$ cat config.mk
export PLATFORM = sky130hd
export DESIGN_NAME = dreg_bank_flat
export DESIGN_NICKNAME = d
export VERILOG_FILES = /design/src/rtl/dreg_bank_pkg.sv /design/src/rtl/dreg_bank_if.sv /design/src/rtl/dreg_bank_cell.sv /design/src/rtl/dreg_bank.sv /design/src/flat_wrapper.sv
export SDC_FILE = /design/constraint.sdc
export NUM_CORES = 1
export LEC_CHECK = 0
export CORE_MARGIN = 4
export CORE_UTILIZATION = 45
export CTS_CLUSTER_DIAMETER = 30
export DETAILED_ROUTE_END_ITERATION = 8
export PLACE_DENSITY = 0.86
export SYNTH_ARGS = -nofsm -noshare
export SYNTH_HDL_FRONTEND = slang
export SYNTH_SLANG_ARGS = --single-unit
export TNS_END_PERCENT = 30
$ cat constraint.sdc
create_clock -name clk -period 4.45 [get_ports clk]
set_clock_uncertainty 0.15 [all_clocks]
set_input_delay 0.89 -clock clk [delete_from_list [all_inputs] [get_ports clk]]
set_output_delay 0.89 -clock clk [all_outputs]
set_load 0.02 [all_outputs]
$ cat src/rtl/dreg_bank_pkg.sv
// dreg_bank shared constants and helpers.
// Default geometry and the select-width function.
package dreg_bank_pkg;

  localparam int DEF_WIDTH     = 8;
  localparam int DEF_CHANNELS  = 4;
  localparam int DEF_RESET_VAL = 0;

  // select width for n channels, never below 1
  function automatic int sel_w(input int n);
    return (n < 2) ? 1 : $clog2(n);
  endfunction

endpackage

$ cat src/rtl/dreg_bank_if.sv
// dreg_bank bus: write/clear/read controls and outputs.
// DREG_BANK_PARITY_EN adds par_err.
interface dreg_bank_if
  import dreg_bank_pkg::*;
#(
  parameter int WIDTH    = DEF_WIDTH,
  parameter int CHANNELS = DEF_CHANNELS
);

  localparam int SW = sel_w(CHANNELS);

  logic                      en;
  logic [SW-1:0]             sel;
  logic [WIDTH-1:0]          data;
  logic                      clr_ch;
  logic                      hold;
  logic                      rd_en;
  logic [SW-1:0]             rd_sel;
  logic [CHANNELS*WIDTH-1:0] q;
  logic [CHANNELS*WIDTH-1:0] q_n;
  logic [CHANNELS-1:0]       valid;
  logic [WIDTH-1:0]          rd_data;
  logic                      rd_vld;
  logic                      sel_err;
`ifdef DREG_BANK_PARITY_EN
  logic                      par_err;
`endif

  modport master (
    output en, sel, data, clr_ch, hold,
    output rd_en, rd_sel,
    input  q, q_n, valid,
    input  rd_data, rd_vld, sel_err
`ifdef DREG_BANK_PARITY_EN
    , input par_err
`endif
  );

  modport slave (
    input  en, sel, data, clr_ch, hold,
    input  rd_en, rd_sel,
    output q, q_n, valid,
    output rd_data, rd_vld, sel_err
`ifdef DREG_BANK_PARITY_EN
    , output par_err
`endif
  );

endinterface

$ cat src/rtl/dreg_bank_cell.sv
// dreg_cell: one channel of value, valid, optional parity.
// DREG_BANK_PARITY_EN stores an even-parity bit per channel.
module dreg_cell #(
  parameter int               WIDTH     = 8,
  parameter logic [WIDTH-1:0] RESET_VAL = '0
) (
  input  logic             clk,
  input  logic             reset,
  input  logic             hold_i,
  input  logic             ld_i,
  input  logic             clr_i,
  input  logic [WIDTH-1:0] d_i,
`ifdef DREG_BANK_PARITY_EN
  output logic             par_o,
`endif
  output logic [WIDTH-1:0] val_o,
  output logic             vld_o
);

  logic [WIDTH-1:0] val_q;
  logic             vld_q;
`ifdef DREG_BANK_PARITY_EN
  logic             par_q;
`endif

  // clear beats load; hold freezes both
  always_ff @(posedge clk) begin
    if (reset) begin
      val_q <= RESET_VAL;
      vld_q <= 1'b0;
`ifdef DREG_BANK_PARITY_EN
      par_q <= ^RESET_VAL;
`endif
    end else if (!hold_i) begin
      if (clr_i) begin
        val_q <= RESET_VAL;
        vld_q <= 1'b0;
`ifdef DREG_BANK_PARITY_EN
        par_q <= ^RESET_VAL;
`endif
      end else if (ld_i) begin
        val_q <= d_i;
        vld_q <= 1'b1;
`ifdef DREG_BANK_PARITY_EN
        par_q <= ^d_i;
`endif
      end
    end
  end

  assign val_o = val_q;
  assign vld_o = vld_q;
`ifdef DREG_BANK_PARITY_EN
  assign par_o = par_q;
`endif

endmodule

$ cat src/rtl/dreg_bank.sv
// dreg_bank: CHANNELS x WIDTH register bank, one read port.
// DREG_BANK_PARITY_EN enables per-channel parity and par_err.
module dreg_bank
  import dreg_bank_pkg::*;
#(
  parameter int               WIDTH     = DEF_WIDTH,
  parameter int               CHANNELS  = DEF_CHANNELS,
  parameter logic [WIDTH-1:0] RESET_VAL = WIDTH'(DEF_RESET_VAL)
) (
  input  logic       clk,
  input  logic       reset,
  dreg_bank_if.slave bus
);

  localparam int            SW  = sel_w(CHANNELS);
  localparam logic [SW:0]   NCH = (SW+1)'(CHANNELS);

  logic                      sel_ok;
  logic                      rd_ok;
  logic [WIDTH-1:0]          val [CHANNELS];
  logic [CHANNELS-1:0]       vld;
  logic [CHANNELS*WIDTH-1:0] q_flat;
`ifdef DREG_BANK_PARITY_EN
  logic [CHANNELS-1:0]       par;
  logic                      par_err_d, par_err_q;
`endif

  logic [WIDTH-1:0] rd_data_d, rd_data_q;
  logic             rd_vld_d, rd_vld_q;
  logic             sel_err_d, sel_err_q;

  assign sel_ok = {1'b0, bus.sel} < NCH;
  assign rd_ok  = {1'b0, bus.rd_sel} < NCH;

  for (genvar i = 0; i < CHANNELS; i++) begin : g_cell
    logic hit;
    assign hit = sel_ok && (bus.sel == SW'(i));
    dreg_cell #(
      .WIDTH     (WIDTH),
      .RESET_VAL (RESET_VAL)
    ) u_cell (
      .clk    (clk),
      .reset  (reset),
      .hold_i (bus.hold),
      .ld_i   (bus.en && hit),
      .clr_i  (bus.clr_ch && hit),
      .d_i    (bus.data),
`ifdef DREG_BANK_PARITY_EN
      .par_o  (par[i]),
`endif
      .val_o  (val[i]),
      .vld_o  (vld[i])
    );
    assign q_flat[i*WIDTH +: WIDTH] = val[i];
  end

  assign bus.q     = q_flat;
  assign bus.q_n   = ~q_flat;
  assign bus.valid = vld;

  // read mux samples pre-write values; errors flag bad selects
  always_comb begin
    rd_data_d = rd_data_q;
    rd_vld_d  = bus.rd_en && rd_ok;
    sel_err_d = ((bus.en || bus.clr_ch) && !sel_ok)
             || (bus.rd_en && !rd_ok);
    if (rd_vld_d) rd_data_d = val[bus.rd_sel];
`ifdef DREG_BANK_PARITY_EN
    par_err_d = 1'b0;
    if (rd_vld_d)
      par_err_d = (^val[bus.rd_sel]) != par[bus.rd_sel];
`endif
  end

  // registered read port and error pulses
  always_ff @(posedge clk) begin
    if (reset) begin
      rd_data_q <= '0;
      rd_vld_q  <= 1'b0;
      sel_err_q <= 1'b0;
`ifdef DREG_BANK_PARITY_EN
      par_err_q <= 1'b0;
`endif
    end else begin
      rd_data_q <= rd_data_d;
      rd_vld_q  <= rd_vld_d;
      sel_err_q <= sel_err_d;
`ifdef DREG_BANK_PARITY_EN
      par_err_q <= par_err_d;
`endif
    end
  end

  assign bus.rd_data = rd_data_q;
  assign bus.rd_vld  = rd_vld_q;
  assign bus.sel_err = sel_err_q;
`ifdef DREG_BANK_PARITY_EN
  assign bus.par_err = par_err_q;
`endif

endmodule

$ cat src/flat_wrapper.sv
// flat-port wrapper written by rule: the top's interface ports become plain ports
module dreg_bank_flat import dreg_bank_pkg::*;
#(
  parameter int               WIDTH     = DEF_WIDTH,
  parameter int               CHANNELS  = DEF_CHANNELS,
  parameter logic [WIDTH-1:0] RESET_VAL = WIDTH'(DEF_RESET_VAL)
)
  (clk, reset, bus_en, bus_sel, bus_data, bus_clr_ch, bus_hold, bus_rd_en, bus_rd_sel, bus_q, bus_q_n, bus_valid, bus_rd_data, bus_rd_vld, bus_sel_err);
  dreg_bank_if #(.WIDTH(WIDTH), .CHANNELS(CHANNELS)) bus_i ();
  input  logic clk;
  input  logic reset;
  input wire logic [$bits(bus_i.en)-1:0] bus_en;
  input wire logic [$bits(bus_i.sel)-1:0] bus_sel;
  input wire logic [$bits(bus_i.data)-1:0] bus_data;
  input wire logic [$bits(bus_i.clr_ch)-1:0] bus_clr_ch;
  input wire logic [$bits(bus_i.hold)-1:0] bus_hold;
  input wire logic [$bits(bus_i.rd_en)-1:0] bus_rd_en;
  input wire logic [$bits(bus_i.rd_sel)-1:0] bus_rd_sel;
  output wire logic [$bits(bus_i.q)-1:0] bus_q;
  output wire logic [$bits(bus_i.q_n)-1:0] bus_q_n;
  output wire logic [$bits(bus_i.valid)-1:0] bus_valid;
  output wire logic [$bits(bus_i.rd_data)-1:0] bus_rd_data;
  output wire logic [$bits(bus_i.rd_vld)-1:0] bus_rd_vld;
  output wire logic [$bits(bus_i.sel_err)-1:0] bus_sel_err;
  assign bus_i.en = bus_en;
  assign bus_i.sel = bus_sel;
  assign bus_i.data = bus_data;
  assign bus_i.clr_ch = bus_clr_ch;
  assign bus_i.hold = bus_hold;
  assign bus_i.rd_en = bus_rd_en;
  assign bus_i.rd_sel = bus_rd_sel;
  assign bus_q = bus_i.q;
  assign bus_q_n = bus_i.q_n;
  assign bus_valid = bus_i.valid;
  assign bus_rd_data = bus_i.rd_data;
  assign bus_rd_vld = bus_i.rd_vld;
  assign bus_sel_err = bus_i.sel_err;
  dreg_bank #(.WIDTH(WIDTH), .CHANNELS(CHANNELS), .RESET_VAL(RESET_VAL)) u_core (.clk(clk), .reset(reset), .bus(bus_i));
endmodule
Yosys cells after proc, flatten, opt, wreduce, memory -nomap -nowiden
Cells that the tools add are included.
{"block": "word_totals", "ram_bits": 0, "latch_bits": 0, "memories": 0, "out_inout_bits": 78, "rom_bits": 0, "input_bits": 18, "register_bits": 45, "elab_cells": 53}
{"block": "classes", "n_bitwise": 3, "eq_ne": 3, "magnitude_cmp": 1, "reduce_logical": 17, "n_mux": 19, "n_addsub": 0, "n_shift": 0, "n_mul": 0, "div": 0}
{"operator": "two-way mux 8 bit", "n": 10}
{"operator": "NOT 32 bit", "n": 1}
{"operator": "binary-select mux 8 bit (select 2 bit)", "n": 1}
{"operator": "logical AND 1 bit", "n": 8}
{"operator": "two-way mux 1 bit", "n": 8}
{"operator": "AND reduction 2 bit", "n": 4}
{"operator": "nonzero test 2 bit", "n": 4}
{"operator": "equality test 2 bit (second input constant)", "n": 2}
{"operator": ">= comparator 3 bit (second input constant)", "n": 1}
{"operator": "NOT 2 -> 3 bit", "n": 1}
{"operator": "equality test 2 x 1 -> 1 bit (second input constant)", "n": 1}
{"operator": "logical NOT 2 bit", "n": 1}
{"operator": "NOT 1 bit", "n": 1}

Longest topological paths before layout
{"block": "logic_depth", "word_depth": 4, "mapped_depth": 4, "ltp_nobuf": 3}

Modules after synthesis
A second synthesis with hierarchy kept.
{"block": "unflattened", "hier_cells": 259, "area_unflattened_um2": 2562.5}
{"module": "dreg_cell", "n_inst": 4, "seq_area_each_um2": 180.2, "area_per_inst_um2": 454.2, "cells_per_inst": 42}
{"module": "dreg_bank", "n_inst": 1, "seq_area_each_um2": 180.2, "area_per_inst_um2": 745.7, "cells_per_inst": 91}

Least setup slack after synthesis
OpenSTA, ideal clock, no wires.
{"block": "synth_timing", "kind": "input to register", "startpoint": "input bus_rd_sel[0]", "endpoint": "register u_core.rd_data_q[2], in the netlist u_core.bus.rd_data[2]", "required_time_ns": 4.172, "t_arrival_ns": 1.773, "setup_ns": 0.128, "path_buffers": 1, "path_slack_ns": 2.399, "path_stages": 4, "cell_sequence": "buf_2 -> mux4_2 -> mux2i_1 -> nor2_1"}
{"block": "synth_between", "elab_chain_cells": 4}
{"item": "start, declared", "line_no": "flat_wrapper.sv:18", "rtl": "input wire logic [$bits(bus_i.rd_sel)-1:0] bus_rd_sel;"}
{"item": "NOT 2 -> 3 bit (implied by the code)", "line_no": "dreg_bank.sv:67", "rtl": "if (rd_vld_d) rd_data_d = val[bus.rd_sel];"}
{"item": "binary-select mux 8 bit (select 2 bit)", "line_no": "dreg_bank.sv:67"}
{"item": "two-way mux 8 bit (implied by the code) (2 in a row)", "line_no": "dreg_bank.sv:67"}
{"item": "end signal, assigned", "line_no": "dreg_bank.sv:85", "rtl": "rd_data_q <= rd_data_d;"}
{"item": "end, declared", "line_no": "dreg_bank.sv:28", "rtl": "logic [WIDTH-1:0] rd_data_d, rd_data_q;"}
Every way passes these cells. The select of a mux whose other input is x is not followed.
A chain may end at the register's enable or synchronous reset.

Final worst setup path
{"block": "layout_timing", "startpoint": "input bus_clr_ch", "endpoint": "register u_core.g_cell[0].u_cell.val_q[0]"}
{"block": "layout_between", "elab_chain_cells": 3, "elab_cells_between_ends": 4, "cone_classes": "mux: 1; reduce/logical: 3"}
{"item": "start, declared", "line_no": "flat_wrapper.sv:15", "rtl": "input wire logic [$bits(bus_i.clr_ch)-1:0] bus_clr_ch;"}
{"item": "logical AND 1 bit (*)", "line_no": "dreg_bank.sv:46", "rtl": ".clr_i (bus.clr_ch && hit),"}
{"item": "nonzero test 2 bit (no line)"}
{"item": "AND reduction 2 bit (no line)"}
{"item": "end signal, assigned", "line_no": "dreg_bank_cell.sv:42", "rtl": "val_q <= d_i;"}
{"item": "end, declared", "line_no": "dreg_bank_cell.sv:20", "rtl": "logic [WIDTH-1:0] val_q;"}
Every way passes the cells marked *; elsewhere a longest branch is shown, timed or not.

==> impl_metrics.ini <==
[run_status]
outcome = completed

[drt]
drc_errors = 0
ant_nets = 0
wirelength_um = 5282
wl_per_cell_um = 15.27
vias_per_cell = 4.986
vias = 1725
drt_iter0_drc = 71
dr.pass1.iters = 5

[timing]
min_period_ps = 2610
max_freq_mhz = 383.1
rsz0062_at_grt = false
post-route-period-util_pct = 58.65
tightest_slew_ps = 828.7
hold_ws_ps = 331.3
slew_viol_final = 0
tns_ps = 0
slew_headroom_pct = 44.58
setup-violations-final = 0
final_hold_viol_count = 0

[hold_path]
hold_class = reg -> reg
min_from = u_core.g_cell[2].u_cell.vld_o$_SDFFE_PP0P_

[clock_tree]
cts_hold_buf = 0
postCtsSetupBuffers = 0
clockBufferDepth = 2
cts_buffers = 5
htreeDepth = 2
cts.repair.resized = 0
cts-root-buf = clkbuf_8
cts_tree = built
insertion_delay_ps = 300
clk_pin_slew_ps = 70
cts_sinks = 45

[critical_path]
startpoint = bus_clr_ch
cp_cell_sequence = clkdlybuf4s50_1 -> nor2_1 -> or4_1 -> mux2i_1
path_delay_family = simple AND/OR/NAND/NOR gates
setup.worst_path.start_class = input pin
r2r_start = u_core.g_cell[3].u_cell.val_o[6]$_SDFFE_PP0P_
arrival_ps = 2620
cp.required_ps = 4460
critPathKind = in -> reg
regToRegSetupSlack_ps = 3120
critPathBufInv = 1
crit_slowest_cell = or4_1
crit_path_end_kind = register
critPathMaxFanout = 12
max_stage_delay_ps = 700

[cells_and_area]
nNetsFinal = 311
final_common_cell = clkdlybuf4s50_1
drive_above_1_share_pct = 9.184
n_fill_cell = 341
n_antenna_cell = 0
layout_common_cells = clkdlybuf4s50_1 (94), dfxtp_1 (45), mux2i_1 (43)
fin_cells = 346
fin_util_pct = 70.64
syn_to_final_growth_pct = 48.68

[yosys]
synth-seq-cells = 45
ys_warn_count = 0
synth_area_leader_cell = dfxtp_1
synth_area_um2 = 2126
synthDistinctLibCells = 22
syn_inst = 208
netlist.area_leader.share_pct = 42.38
avgSynthCellArea_um2 = 10.22
seq_area_frac_synth_pct = 42.38
synth_fp_nets = 226
synthTopCellsByArea = dfxtp_1 (42%), mux2i_1 (20%), nand2b_1 (10%), mux4_2 (8.5%), inv_1 (5.7%)

[power_and_ir_drop]
finalPower_uw = 839.8
powerDensity_nw_per_um2 = 265.7
vdd_drop_max_uv = 178.6
leakagePower_nw = 1.315

[placement]
gp_congestion = 0.7984
io_buffers = 94
placed_cells = 338
post-dp-hpwl_um = 3980

[floorplan]
rows = 24
die_h_um = 76.73
initial_core_util_pct = 47.51
coreArea_um2 = 4474
fp.dieArea_um2 = 5887
dieWidth_um = 76.73
boundaryPins = 96

[job]
cap_violations = 0

[global_route]
grt_pass1_vias = 1753
grt_remaining_overflow = 0
grt_max_degree = 31
antenna_found_initial = 0
gr-usage-all-layers_pct = 18.46
grt_pass1_wl_um = 8700
## logic make-up (layout without fill, tap and decap cells)
group                  Yosys count  in the layout  synth area share (%)
AND/OR/NAND/NOR                 59             59                 17.60
multiplexers                    51             51                 28.72
buffers and inverters           49            135                 10.12
flip-flops                      45             45                 42.38
AO/OA/AOI/OAI                    3              3                 1.001
other                            1              1                0.1764
## power by group
part,switching [mW],internal [mW],total [mW]
combinational,0.0515,0.0572,0.109
sequential,0.00626,0.410,0.416
clock,0.132,0.183,0.315
total,0.190,0.650,0.840
## tightest hold or removal path: stages (launching register included)
cell	delay [ps]
dfxtp_1	310
nand2b_1	60
mux2i_1	60
## cell usage after synthesis, drive strengths merged
library cell / number
a211oi: 1
a21oi: 1
buf: 10
clkbuf: 7
conb: 1
dfxtp: 45
inv: 32
mux2i: 43
mux4: 8
nand2: 1
nand2b: 35
nor2: 9
nor2b: 1
nor3b: 1
o21ai: 1
or2: 1
or3: 1
or3b: 8
or4: 1
or4b: 1
## layout make-up
cell class	instances	area, µm²	share of cell area, %
well taps	52	65.06	2.059
flip-flops and latches	45	900.9	28.50
multi-input cells	114	1010	31.95
repair buffers	95	948.4	30.01
clock inverters	1	30.03	0.9501
clock buffers	7	86.33	2.732
inverters	32	120.1	3.800
## stage by stage
stage | setup slack [ps] | cell area (µm²)
finish | 1840 | 3161
detailed placement | 1527 | 3044
global placement | 1583 | 3044
global route | 1759 | 3161
floorplan | 2399 | 2126
CTS | 1842 | 3161
## metal layers
layer  vias up  global-route usage (%)  routed length (µm)
met2        67                   31.71                2541
met1       819                   21.59                2271
met4         0                   6.884                 102
met5         -                       0                   0
met3        10                   5.504                 366
li1        829                       -                   -
## path summary, 6_finish.rpt
path,end,cells after the start
setup / recovery,u_core.g_cell[0].u_cell.val_o[0]$_SDFFE_PP0P_,4
hold / removal,u_core.g_cell[2].u_cell.vld_o$_SDFFE_PP0P_,2
setup reg to reg,u_core.bus.rd_data[6]$_SDFFE_PP0P_,3
hold reg to reg,u_core.g_cell[2].u_cell.vld_o$_SDFFE_PP0P_,2
## flip-flops by register name (all words and copies together), names as in the netlist
signal and cells:
u_core.bus.rd_data 8, u_core.g_cell.u_cell.vld_o 4, u_core.bus.rd_vld 1, u_core.g_cell.u_cell.val_o 32
Power figures use the tool's default switching activity.
